<file path="src/rtl/mem_port_pkg.sv">
// Shared encodings, state type and arbitration helper for the SRAM test-macro port sequencer.
package mem_port_pkg;

  localparam int MPS_ADDR_W = 17;

  localparam logic [1:0] RW_IDLE = 2'b00;
  localparam logic [1:0] RW_WR   = 2'b01;
  localparam logic [1:0] RW_RD   = 2'b10;

  typedef enum logic [1:0] {
    IDLE,
    REQ,
    RTZ,
    DONE
  } state_t;

  // With both ports valid the pointer decides; a lone requester always wins.
  function automatic logic pickPort(input logic [1:0] valid, input logic ptr);
    if (valid == 2'b11) begin
      return ptr;
    end
    return valid[1];
  endfunction

endpackage

</file>
<file path="src/rtl/mps_sync.sv">
// N-bit multi-flop synchronizer for the macro's asynchronous acknowledges.
module mps_sync #(
  parameter int N      = 1,
  parameter int STAGES = 2
) (
  input  logic         i_clk,
  input  logic         i_rstN,
  input  logic [N-1:0] i_d,
  output logic [N-1:0] o_q
);

  localparam int DEPTH = (STAGES < 2) ? 2 : STAGES;

  logic [N-1:0] r_stage [DEPTH];

  always_ff @(posedge i_clk) begin
    if (!i_rstN) begin
      for (int i = 0; i < DEPTH; i++) begin
        r_stage[i] <= '0;
      end
    end else begin
      r_stage[0] <= i_d;
      for (int i = 1; i < DEPTH; i++) begin
        r_stage[i] <= r_stage[i-1];
      end
    end
  end

  assign o_q = r_stage[DEPTH-1];

endmodule

</file>
<file path="src/rtl/mem_port_sequencer.sv">
// Two-port round-robin master for the SRAM test macro's four-phase return-to-zero handshake.
// Optional handshake watchdog enabled by defining MPS_TIMEOUT_EN.
module mem_port_sequencer
  import mem_port_pkg::*;
#(
  parameter int ADDR_W      = MPS_ADDR_W,
  parameter int SYNC_STAGES = 2,
  parameter int TIMEOUT_CYC = 1024
) (
  input  logic              CLK,
  input  logic              RSTn,
  input  logic              req_valid0,
  input  logic              req_valid1,
  output logic              req_ready0,
  output logic              req_ready1,
  input  logic              req_read0,
  input  logic              req_read1,
  input  logic [ADDR_W-1:0] req_addr0,
  input  logic [ADDR_W-1:0] req_addr1,
  input  logic [7:0]        req_wdata0,
  input  logic [7:0]        req_wdata1,
  output logic              rsp_valid0,
  output logic              rsp_valid1,
  output logic [7:0]        rsp_rdata0,
  output logic [7:0]        rsp_rdata1,
  output logic              rsp_err0,
  output logic              rsp_err1,
  output logic [ADDR_W-1:0] A,
  output logic [1:0]        RW,
  output logic [3:0]        W1,
  output logic [3:0]        W2,
  input  logic [1:0]        WdataAck,
  input  logic [3:0]        R1,
  input  logic [3:0]        R2,
  output logic [1:0]        RDataAck,
  input  logic              Ack
);

  localparam int SYNC_DEPTH = (SYNC_STAGES < 2) ? 2 : SYNC_STAGES;
  localparam int SET_W      = $clog2(SYNC_DEPTH + 1);

  logic              w_ackS;
  logic [1:0]        w_wdAckS;
  state_t            r_state;
  state_t            w_nextState;
  logic              r_port;
  logic              r_read;
  logic              r_rrPtr;
  logic [SET_W-1:0]  r_settleCnt;
  logic              w_settled;
  logic [ADDR_W-1:0] r_A;
  logic [1:0]        r_RW;
  logic [3:0]        r_W1;
  logic [3:0]        r_W2;
  logic [1:0]        r_RDataAck;
  logic [1:0]        r_rspValid;
  logic [7:0]        r_rdata0;
  logic [7:0]        r_rdata1;
  logic [ADDR_W-1:0] w_nextA;
  logic [1:0]        w_nextRW;
  logic [3:0]        w_nextW1;
  logic [3:0]        w_nextW2;
  logic [1:0]        w_nextRDataAck;
  logic [1:0]        w_nextValid;
  logic [1:0]        w_ready;
  logic              w_accept;
  logic              w_capture;
  logic              w_grantPort;
  logic              w_selRead;
  logic [ADDR_W-1:0] w_selAddr;
  logic [7:0]        w_selWdata;
  logic [1:0]        w_portMask;
  logic              w_reqDone;

  mps_sync #(
    .N      (3),
    .STAGES (SYNC_DEPTH)
  ) u_sync (
    .i_clk  (CLK),
    .i_rstN (RSTn),
    .i_d    ({WdataAck, Ack}),
    .o_q    ({w_wdAckS, w_ackS})
  );

`ifdef MPS_TIMEOUT_EN
  localparam int TO_W = $clog2(TIMEOUT_CYC + 1);

  logic [TO_W-1:0] r_toCnt;
  logic            w_toHit;
  logic            w_nextErr;
  logic            r_err0;
  logic            r_err1;

  assign w_toHit = (r_toCnt == TO_W'(TIMEOUT_CYC - 1));

  // Watchdog restarts on every state change so REQ and RTZ each get the full budget.
  always_ff @(posedge CLK) begin
    if (!RSTn) begin
      r_toCnt <= '0;
      r_err0  <= 1'b0;
      r_err1  <= 1'b0;
    end else begin
      if (w_nextState != r_state) begin
        r_toCnt <= '0;
      end else if (r_state == REQ || r_state == RTZ) begin
        r_toCnt <= r_toCnt + 1'b1;
      end
      r_err0 <= w_nextValid[0] & w_nextErr;
      r_err1 <= w_nextValid[1] & w_nextErr;
    end
  end

  assign rsp_err0 = r_err0;
  assign rsp_err1 = r_err1;
`else
  logic [31:0] w_unusedTimeout;

  assign w_unusedTimeout = 32'(TIMEOUT_CYC);
  assign rsp_err0        = 1'b0;
  assign rsp_err1        = 1'b0;
`endif

  // The synchronizer is cleared by reset, so grants wait until it holds a real Ack sample.
  assign w_settled   = (r_settleCnt == SET_W'(SYNC_DEPTH));
  assign w_grantPort = pickPort({req_valid1, req_valid0}, r_rrPtr);
  assign w_selRead   = w_grantPort ? req_read1  : req_read0;
  assign w_selAddr   = w_grantPort ? req_addr1  : req_addr0;
  assign w_selWdata  = w_grantPort ? req_wdata1 : req_wdata0;
  assign w_portMask  = r_port ? 2'b10 : 2'b01;
  assign w_reqDone   = w_ackS & (r_read | (w_wdAckS == 2'b11));

  always_comb begin
    w_nextState    = r_state;
    w_nextA        = r_A;
    w_nextRW       = r_RW;
    w_nextW1       = r_W1;
    w_nextW2       = r_W2;
    w_nextRDataAck = r_RDataAck;
    w_nextValid    = 2'b00;
    w_ready        = 2'b00;
    w_accept       = 1'b0;
    w_capture      = 1'b0;
`ifdef MPS_TIMEOUT_EN
    w_nextErr      = 1'b0;
`endif
    case (r_state)
      IDLE: begin
        if (w_settled && !w_ackS && (req_valid0 || req_valid1)) begin
          w_accept    = 1'b1;
          w_ready     = w_grantPort ? 2'b10 : 2'b01;
          w_nextState = REQ;
          w_nextA     = w_selAddr;
          w_nextRW    = w_selRead ? RW_RD : RW_WR;
          w_nextW1    = w_selRead ? 4'h0 : w_selWdata[3:0];
          w_nextW2    = w_selRead ? 4'h0 : w_selWdata[7:4];
        end
      end
      REQ: begin
        if (w_reqDone) begin
          w_capture      = r_read;
          w_nextState    = RTZ;
          w_nextA        = '0;
          w_nextRW       = RW_IDLE;
          w_nextW1       = 4'h0;
          w_nextW2       = 4'h0;
          w_nextRDataAck = r_read ? 2'b11 : 2'b00;
        end
`ifdef MPS_TIMEOUT_EN
        else if (w_toHit) begin
          w_nextState    = DONE;
          w_nextA        = '0;
          w_nextRW       = RW_IDLE;
          w_nextW1       = 4'h0;
          w_nextW2       = 4'h0;
          w_nextRDataAck = 2'b00;
          w_nextValid    = w_portMask;
          w_nextErr      = 1'b1;
        end
`endif
      end
      RTZ: begin
        if (!w_ackS) begin
          w_nextRDataAck = 2'b00;
          w_nextState    = DONE;
          w_nextValid    = w_portMask;
        end
`ifdef MPS_TIMEOUT_EN
        else if (w_toHit) begin
          w_nextRDataAck = 2'b00;
          w_nextState    = DONE;
          w_nextValid    = w_portMask;
          w_nextErr      = 1'b1;
        end
`endif
      end
      DONE: begin
        w_nextState = IDLE;
      end
      default: begin
        w_nextState = IDLE;
      end
    endcase
  end

  always_ff @(posedge CLK) begin
    if (!RSTn) begin
      r_state     <= IDLE;
      r_A         <= '0;
      r_RW        <= RW_IDLE;
      r_W1        <= 4'h0;
      r_W2        <= 4'h0;
      r_RDataAck  <= 2'b00;
      r_rspValid  <= 2'b00;
      r_rdata0    <= 8'h00;
      r_rdata1    <= 8'h00;
      r_port      <= 1'b0;
      r_read      <= 1'b0;
      r_rrPtr     <= 1'b0;
      r_settleCnt <= '0;
    end else begin
      r_state    <= w_nextState;
      r_A        <= w_nextA;
      r_RW       <= w_nextRW;
      r_W1       <= w_nextW1;
      r_W2       <= w_nextW2;
      r_RDataAck <= w_nextRDataAck;
      r_rspValid <= w_nextValid;
      if (!w_settled) begin
        r_settleCnt <= r_settleCnt + 1'b1;
      end
      if (w_accept) begin
        r_port  <= w_grantPort;
        r_read  <= w_selRead;
        r_rrPtr <= ~w_grantPort;
      end
      if (w_capture) begin
        if (r_port) begin
          r_rdata1 <= {R2, R1};
        end else begin
          r_rdata0 <= {R2, R1};
        end
      end
    end
  end

  // req_ready is a same-cycle acceptance strobe, so it is decoded rather than registered.
  assign req_ready0 = w_ready[0];
  assign req_ready1 = w_ready[1];
  assign rsp_valid0 = r_rspValid[0];
  assign rsp_valid1 = r_rspValid[1];
  assign rsp_rdata0 = r_rdata0;
  assign rsp_rdata1 = r_rdata1;
  assign A          = r_A;
  assign RW         = r_RW;
  assign W1         = r_W1;
  assign W2         = r_W2;
  assign RDataAck   = r_RDataAck;

endmodule

</file>
<file path="config.mk">
export PLATFORM = sky130hd
export DESIGN_NAME = mem_port_sequencer
export DESIGN_NICKNAME = d
export VERILOG_FILES = /design/src/rtl/mem_port_pkg.sv /design/src/rtl/mps_sync.sv /design/src/rtl/mem_port_sequencer.sv
export SDC_FILE = /design/constraint.sdc
export NUM_CORES = 1
export LEC_CHECK = 0
export CAP_MARGIN = 20
export CELL_PAD_IN_SITES_DETAIL_PLACEMENT = 0
export CELL_PAD_IN_SITES_GLOBAL_PLACEMENT = 1
export CORE_ASPECT_RATIO = 0.5
export CORE_MARGIN = 2
export CORE_UTILIZATION = 30
export CTS_BUF_LIST = sky130_fd_sc_hd__clkbuf_8
export CTS_CLUSTER_DIAMETER = 30
export DETAILED_ROUTE_END_ITERATION = 10
export HOLD_SLACK_MARGIN = 0.06
export PLACE_DENSITY = 0.78
export SLEW_MARGIN = 5
export SYNTH_ARGS = -nofsm -noshare
export SYNTH_HDL_FRONTEND = slang
export SYNTH_SLANG_ARGS = --single-unit
export TNS_END_PERCENT = 1
</file>
<file path="constraint.sdc">
create_clock -name CLK -period 2.1 [get_ports CLK]
set_clock_uncertainty 0.05 [all_clocks]
set_input_delay 0.525 -clock CLK [delete_from_list [all_inputs] [get_ports CLK]]
set_output_delay 0.525 -clock CLK [all_outputs]
set_load 0.01 [all_outputs]
</file>
==> results of run 1 <==
-- logic make-up (layout without fill, tap and decap cells) --
logic type | count (synthesis) | in the layout | share of synthesized area, %
simple gates | 94 | 94 | 17.4
flops | 59 | 59 | 46.5
compound gates | 58 | 58 | 17.0
buf+inv | 29 | 160 | 5.42
mux | 27 | 27 | 10.6
fa+ha+maj | 5 | 5 | 2.46
other cells | 1 | 2 | 0.148
xor+xnor | 1 | 1 | 0.345
-- through the flow --
| step | worst slack (ps) | setup TNS, ps |
|---|---|---|
| detailed placement | -428 | -4470 |
| global route | -10.6 | -10.6 |
| CTS | 18.9 | 0 |
| floorplan | 323 | 0 |
| global placement | -350 | -2630 |
| finish | 21.7 | 0 |
-- registers in the layout, indices dropped and copies added, names as in the netlist --
name / flops
r_read: 1
rsp_rdata0: 8
r_port: 1
A: 17
rsp_rdata1: 8
W1: 4
r_state: 2
W2: 4
RW: 2
RDataAck: 1
r_rspValid: 2
r_rrPtr: 1
r_settleCnt: 2
u_sync.r_stage: 6
-- cells in the final DEF, fill, tap and decap left out, drive strengths merged, types with 3 or more instances in the layout --
master	count
mux2i	27
buf	24
o31ai	25
nand2	39
and2	8
dfxtp	59
nor3	3
a21oi	23
clkinvlp	3
nand3	27
nor2	10
o21ai	3
nand2b	5
clkdlybuf4s50	112
ha	5
inv	7
clkbuf	9
-- layer usage --
| metal | wire, µm | GRT usage, % |
|---|---|---|
| met1 | 2920 | 17.0 |
| met2 | 3510 | 28.4 |
| met3 | 401 | 5.67 |
| met4 | 90 | 5.50 |
| met5 | 0 | 0 |
-- worst paths after layout --
check / end / from / cells past startpoint
max: req_ready1 / req_valid1 / 5
max reg2reg: W1[2]$_SDFFE_PN0P_ / r_state[1]$_SDFFE_PN0P_ / 7
min reg2reg: u_sync.r_stage[0][5]$_SDFF_PN0_ / u_sync.r_stage[0][2]$_SDFF_PN0_ / 1
min: u_sync.r_stage[0][5]$_SDFF_PN0_ / u_sync.r_stage[0][2]$_SDFF_PN0_ / 1
-- repair_timing --
item,in CTS,in global routing
pin swaps,1,1
resized for setup,10,3
setup endpoints to repair,2,11
buffers inserted,2,0
-- final cells by class --
type / count / area (µm²) / share of cell area, %
Clock buffer: 9 / 124 / 2.99
Inverter: 7 / 26.3 / 0.635
Sequential cell: 59 / 1180 / 28.6
Tap cell: 112 / 140 / 3.39
Multi-Input combinational cell: 187 / 1250 / 30.2
Clock inverter: 7 / 92.6 / 2.24
Timing Repair Buffer: 137 / 1320 / 31.9
-- power by group --
group | internal, W | switching (W) | total, W
clock | 0.000662 | 0.000455 | 0.00112
sequential | 0.00133 | 0.000105 | 0.00144
combinational | 0.000785 | 0.000718 | 0.00150
==> results.yml, run 1 <==
yosys:
  post-synth-top-area-cell: "dfxtp_1"
  synth_commonest_cells: "59 x dfxtp_1, 38 x nand2_1, 27 x mux2i_1, 27 x nand3_1, 22 x a21oi_1"
  async_flop_share_pct: 0
  synthCells: 274
  ys_warn_count: 0
  yosysMostFrequentCell: "dfxtp_1"
  synthFlopType: "dfxtp_1"
  synth_cell_types: 35
  synth-edff-count: 0
  yosys_register_bits: 59
  yosys-top-cells-area: "dfxtp_1 47%, mux2i_1 11%, nand2_1 5.6%"
  synth_seq_area_share_pct: 46.5
  syn-cell-area_um2: 2540
  syn_avg_cell_area_um2: 9.27
  synth_top_area_share_pct: 46.5
pwr:
  power_density_nw_per_um2: 980
  power_w: 0.00406
  p_leak_nw: 1.64
  peakVddDrop_v: 0.000443
place:
  gp_congestion: 0.753
  place_area_um2: 3890
  numPortBuffers: 115
  hpwl_mm: 5.31
  placedCellCount: 500
route:
  post_drt_wl_per_cell_um: 13.4
  drtPass1Iterations: 4
  drt-total-wl_mm: 6.93
  drc: 0
  routed_via_density: 4.57
  vias: 2369
  ant_nets: 0
  drtIter0Drc: 93
timing:
  period_minus_slack_ps: 2080
  drv_slew: 0
  hold_viol: 0
  hold_ws_ps: 390
  rsz0062_at_grt: "true"
  setup-violations-final: 0
  max_freq_mhz: 481
  min_period_over_period_pct: 99.0
cts:
  clkSinkCount: 59
  clockRootBuffer: "clkbuf_8"
  holdBufCountCts: 0
  clk_latency_ps: 340
  tritoncts: "built"
  clk_pin_slew_ps: 60
  cts_buffer_depth: 2
  htreeDepth: 3
  cts_made_buffers: 9
floorplan:
  die_w_um: 134
  die_h_um: 69.1
  core_area_um2: 8120
  die-area_um2: 9260
  rows: 23
  initial_core_util_pct: 31.3
  io_pins: 118
global_routing:
  grt_use_total_pct: 15.7
  grt_max_degree: 33
  grt.overflow.total: 0
  antenna_found_initial: 0
  grt_pass1_vias: 2442
  grt_pass1_wl_mm: 11.5
cells_and_area:
  fillers: 730
  syn2layout_area_growth_pct: 62.9
  antenna_cells: 0
  stdcell_count: 518
  num-nets-final: 473
  design_area_um2: 4140
  final_util_pct: 51.0
  drive_gt1_share_pct: 14.3
setup_path:
  critPathArrivalTime_ps: 1500
  critPathKind: "in2out"
  critPathMaxStageDelay_ps: 510
  crit_fanout: 4
  crit_family: "buffers and inverters"
  end_kind: "primary output"
  cp_num_buf_inv: 3
  path_cells: "clkdlybuf4s50_1 > buf_4 > nand2_4 > nor2_1 > buf_2"
  required_ps: 1520
  startpoint_type: "input pin"
  slowest_stage: "clkdlybuf4s50_1"
  r2r_setup_slack_ps: 260
status:
  status: "completed"
run:
  drv_cap: 0
worst_hold_path:
  hold_class: "reg2reg"
Note: power is estimated with default switching activity, not from simulation.
==> run 2: changes to the inputs <==
--- a/config.mk
+++ b/config.mk
@@ -14,8 +14,9 @@
 export CTS_BUF_LIST = sky130_fd_sc_hd__clkbuf_8
 export CTS_CLUSTER_DIAMETER = 30
 export DETAILED_ROUTE_END_ITERATION = 10
+export GPL_TIMING_DRIVEN = 0
 export HOLD_SLACK_MARGIN = 0.06
-export PLACE_DENSITY = 0.78
+export PLACE_DENSITY = 0.8
 export SLEW_MARGIN = 5
 export SYNTH_ARGS = -nofsm -noshare
 export SYNTH_HDL_FRONTEND = slang
==> run 2 against run 1 <==
Effect of this change: cell area shrank 1.3%; sequential power barely moved; via count grew 3.1%; clock-buffer cell count unchanged; clock power fell by 12%; sequential cell count stayed put.
==> results.yml, run 2 (synthesis gave the netlist of run 1 again) <==
status:
  status: "completed"
route:
  drc: 0
  post_drt_wl_per_cell_um: 14.5
  drtPass1Iterations: 4
  drtIter0Drc: 82
  vias: 2442
  ant_nets: 0
  routed_via_density: 4.69
  drt-total-wl_mm: 7.57
setup_path:
  critPathKind: "reg2out"
  path_cells: "inv_2 > ha_4 > o2111ai_4 > nor2_2 > buf_2"
  slowest_stage: "dfxtp_1"
  startpoint_type: "flip-flop"
  end_kind: "primary output"
  cp_num_buf_inv: 2
  crit_family: "flip-flops"
  critPathMaxStageDelay_ps: 330
  crit_fanout: 6
  critPathArrivalTime_ps: 1450
  required_ps: 1520
cts:
  clk_pin_slew_ps: 70
  clockRootBuffer: "clkbuf_8"
  clkSinkCount: 59
  htreeDepth: 3
  cts_buffer_depth: 2
  holdBufCountCts: 0
  tritoncts: "built"
  cts_made_buffers: 9
  clk_latency_ps: 350
timing:
  relSlewSlack_pct: 56.4
  drv_slew: 0
  period_minus_slack_ps: 2030
  min_period_over_period_pct: 96.5
  max_freq_mhz: 493
  hold_ws_ps: 392
  worstMarginPinSlew_ps: 652
  setup-violations-final: 0
  hold_viol: 0
run:
  drv_cap: 0
cells_and_area:
  drive_gt1_share_pct: 13.4
  syn2layout_area_growth_pct: 60.7
  largest_reg_flops: 17
  stdcell_count: 521
  fillers: 767
  antenna_cells: 0
  final_util_pct: 50.3
  final_common_cell: "clkdlybuf4s50_1"
  final_cell_mix: "110 x clkdlybuf4s50_1, 59 x dfxtp_1, 38 x nand2_1, 27 x mux2i_1, 27 x nand3_1"
  num-nets-final: 477
floorplan:
  initial_core_util_pct: 31.3
  die-area_um2: 9260
  io_pins: 118
  rows: 23
  core_area_um2: 8120
  die_w_um: 134
  die_h_um: 69.1
global_routing:
  grt_pass1_vias: 2491
  grt_pass1_wl_mm: 12.3
  grt.overflow.total: 0
  grt_use_total_pct: 17.1
  antenna_found_initial: 0
  grt_max_degree: 11
pwr:
  power_w: 0.00395
  power_density_nw_per_um2: 967
  peakVddDrop_v: 0.000391
  p_leak_nw: 1.59
place:
  numPortBuffers: 113
  hpwl_mm: 5.68
  gp_congestion: 0.817
  placedCellCount: 500
worst_hold_path:
  hold_class: "reg2reg"
run 2: path summary, 6_finish.rpt:
check	startpoint	end	slack [ps]	cells past startpoint
worst max-delay path	r_state[1]$_SDFFE_PN0P_	req_ready1	70	5
worst min-delay path	u_sync.r_stage[0][2]$_SDFF_PN0_	u_sync.r_stage[0][5]$_SDFF_PN0_	390	1
worst max register to register	r_state[1]$_SDFFE_PN0P_	rsp_rdata0[6]$_SDFFE_PN0P_	230	7
worst min register to register	u_sync.r_stage[0][2]$_SDFF_PN0_	u_sync.r_stage[0][5]$_SDFF_PN0_	390	1
run 2: stage by stage:
stage / worst slack (ps) / TNS [ps] / cell area, µm²
2_1_floorplan: 323 / 0 / 2540
3_3_place_gp: -667 / -3190 / 3810
3_5_place_dp: -697 / -4170 / 3810
4_1_cts: 5.08 / 0 / 4070
5_1_grt: -3.13 / -3.13 / 4080
6_report: 72.6 / 0 / 4080
run 2: per-layer routing:
layer	up-vias	global-route usage (%)	wire, µm
li1	1217	-	-
met1	1154	18.8	3140
met2	58	30.4	3900
met3	13	4.78	375
met4	0	8.19	161
met5	-	0	0
run 2: power by group:
| group | internal (W) | switching, W | total (W) |
|---|---|---|---|
| combinational | 0.000764 | 0.000744 | 0.00151 |
| sequential | 0.00133 | 0.000121 | 0.00145 |
| clock | 0.000532 | 0.000458 | 0.000990 |
| total | 0.00263 | 0.00132 | 0.00395 |
run 2: area by class of cell:
type / instances / area, µm² / area share, %
tap: 112 / 140 / 3.43
buffer: 22 / 113 / 2.76
inverter: 7 / 26.3 / 0.644
sequential: 59 / 1180 / 28.9
multi-input combinational: 187 / 1270 / 31.2
timing repair buffer: 119 / 1170 / 28.6
clock inverter: 6 / 58.8 / 1.44
clock buffer: 9 / 124 / 3.03
run 2: repair_timing:
item | CTS | global route
endpoints found under the setup margin | 2 | 12
setup buffers | 4 | 2
hold endpoints to repair | 0 | 0
pin swaps | 3 | 1
resized for setup | 18 | 4
cloned | 0 | 0
run 2: worst reg2reg max path: stages (launching register included):
cell and delay [ps]:
dfxtp_1 330, inv_2 100, ha_1 150, buf_2 200
nand3_1 160, nor2_1 540, nand2_1 130, a21oi_1 140
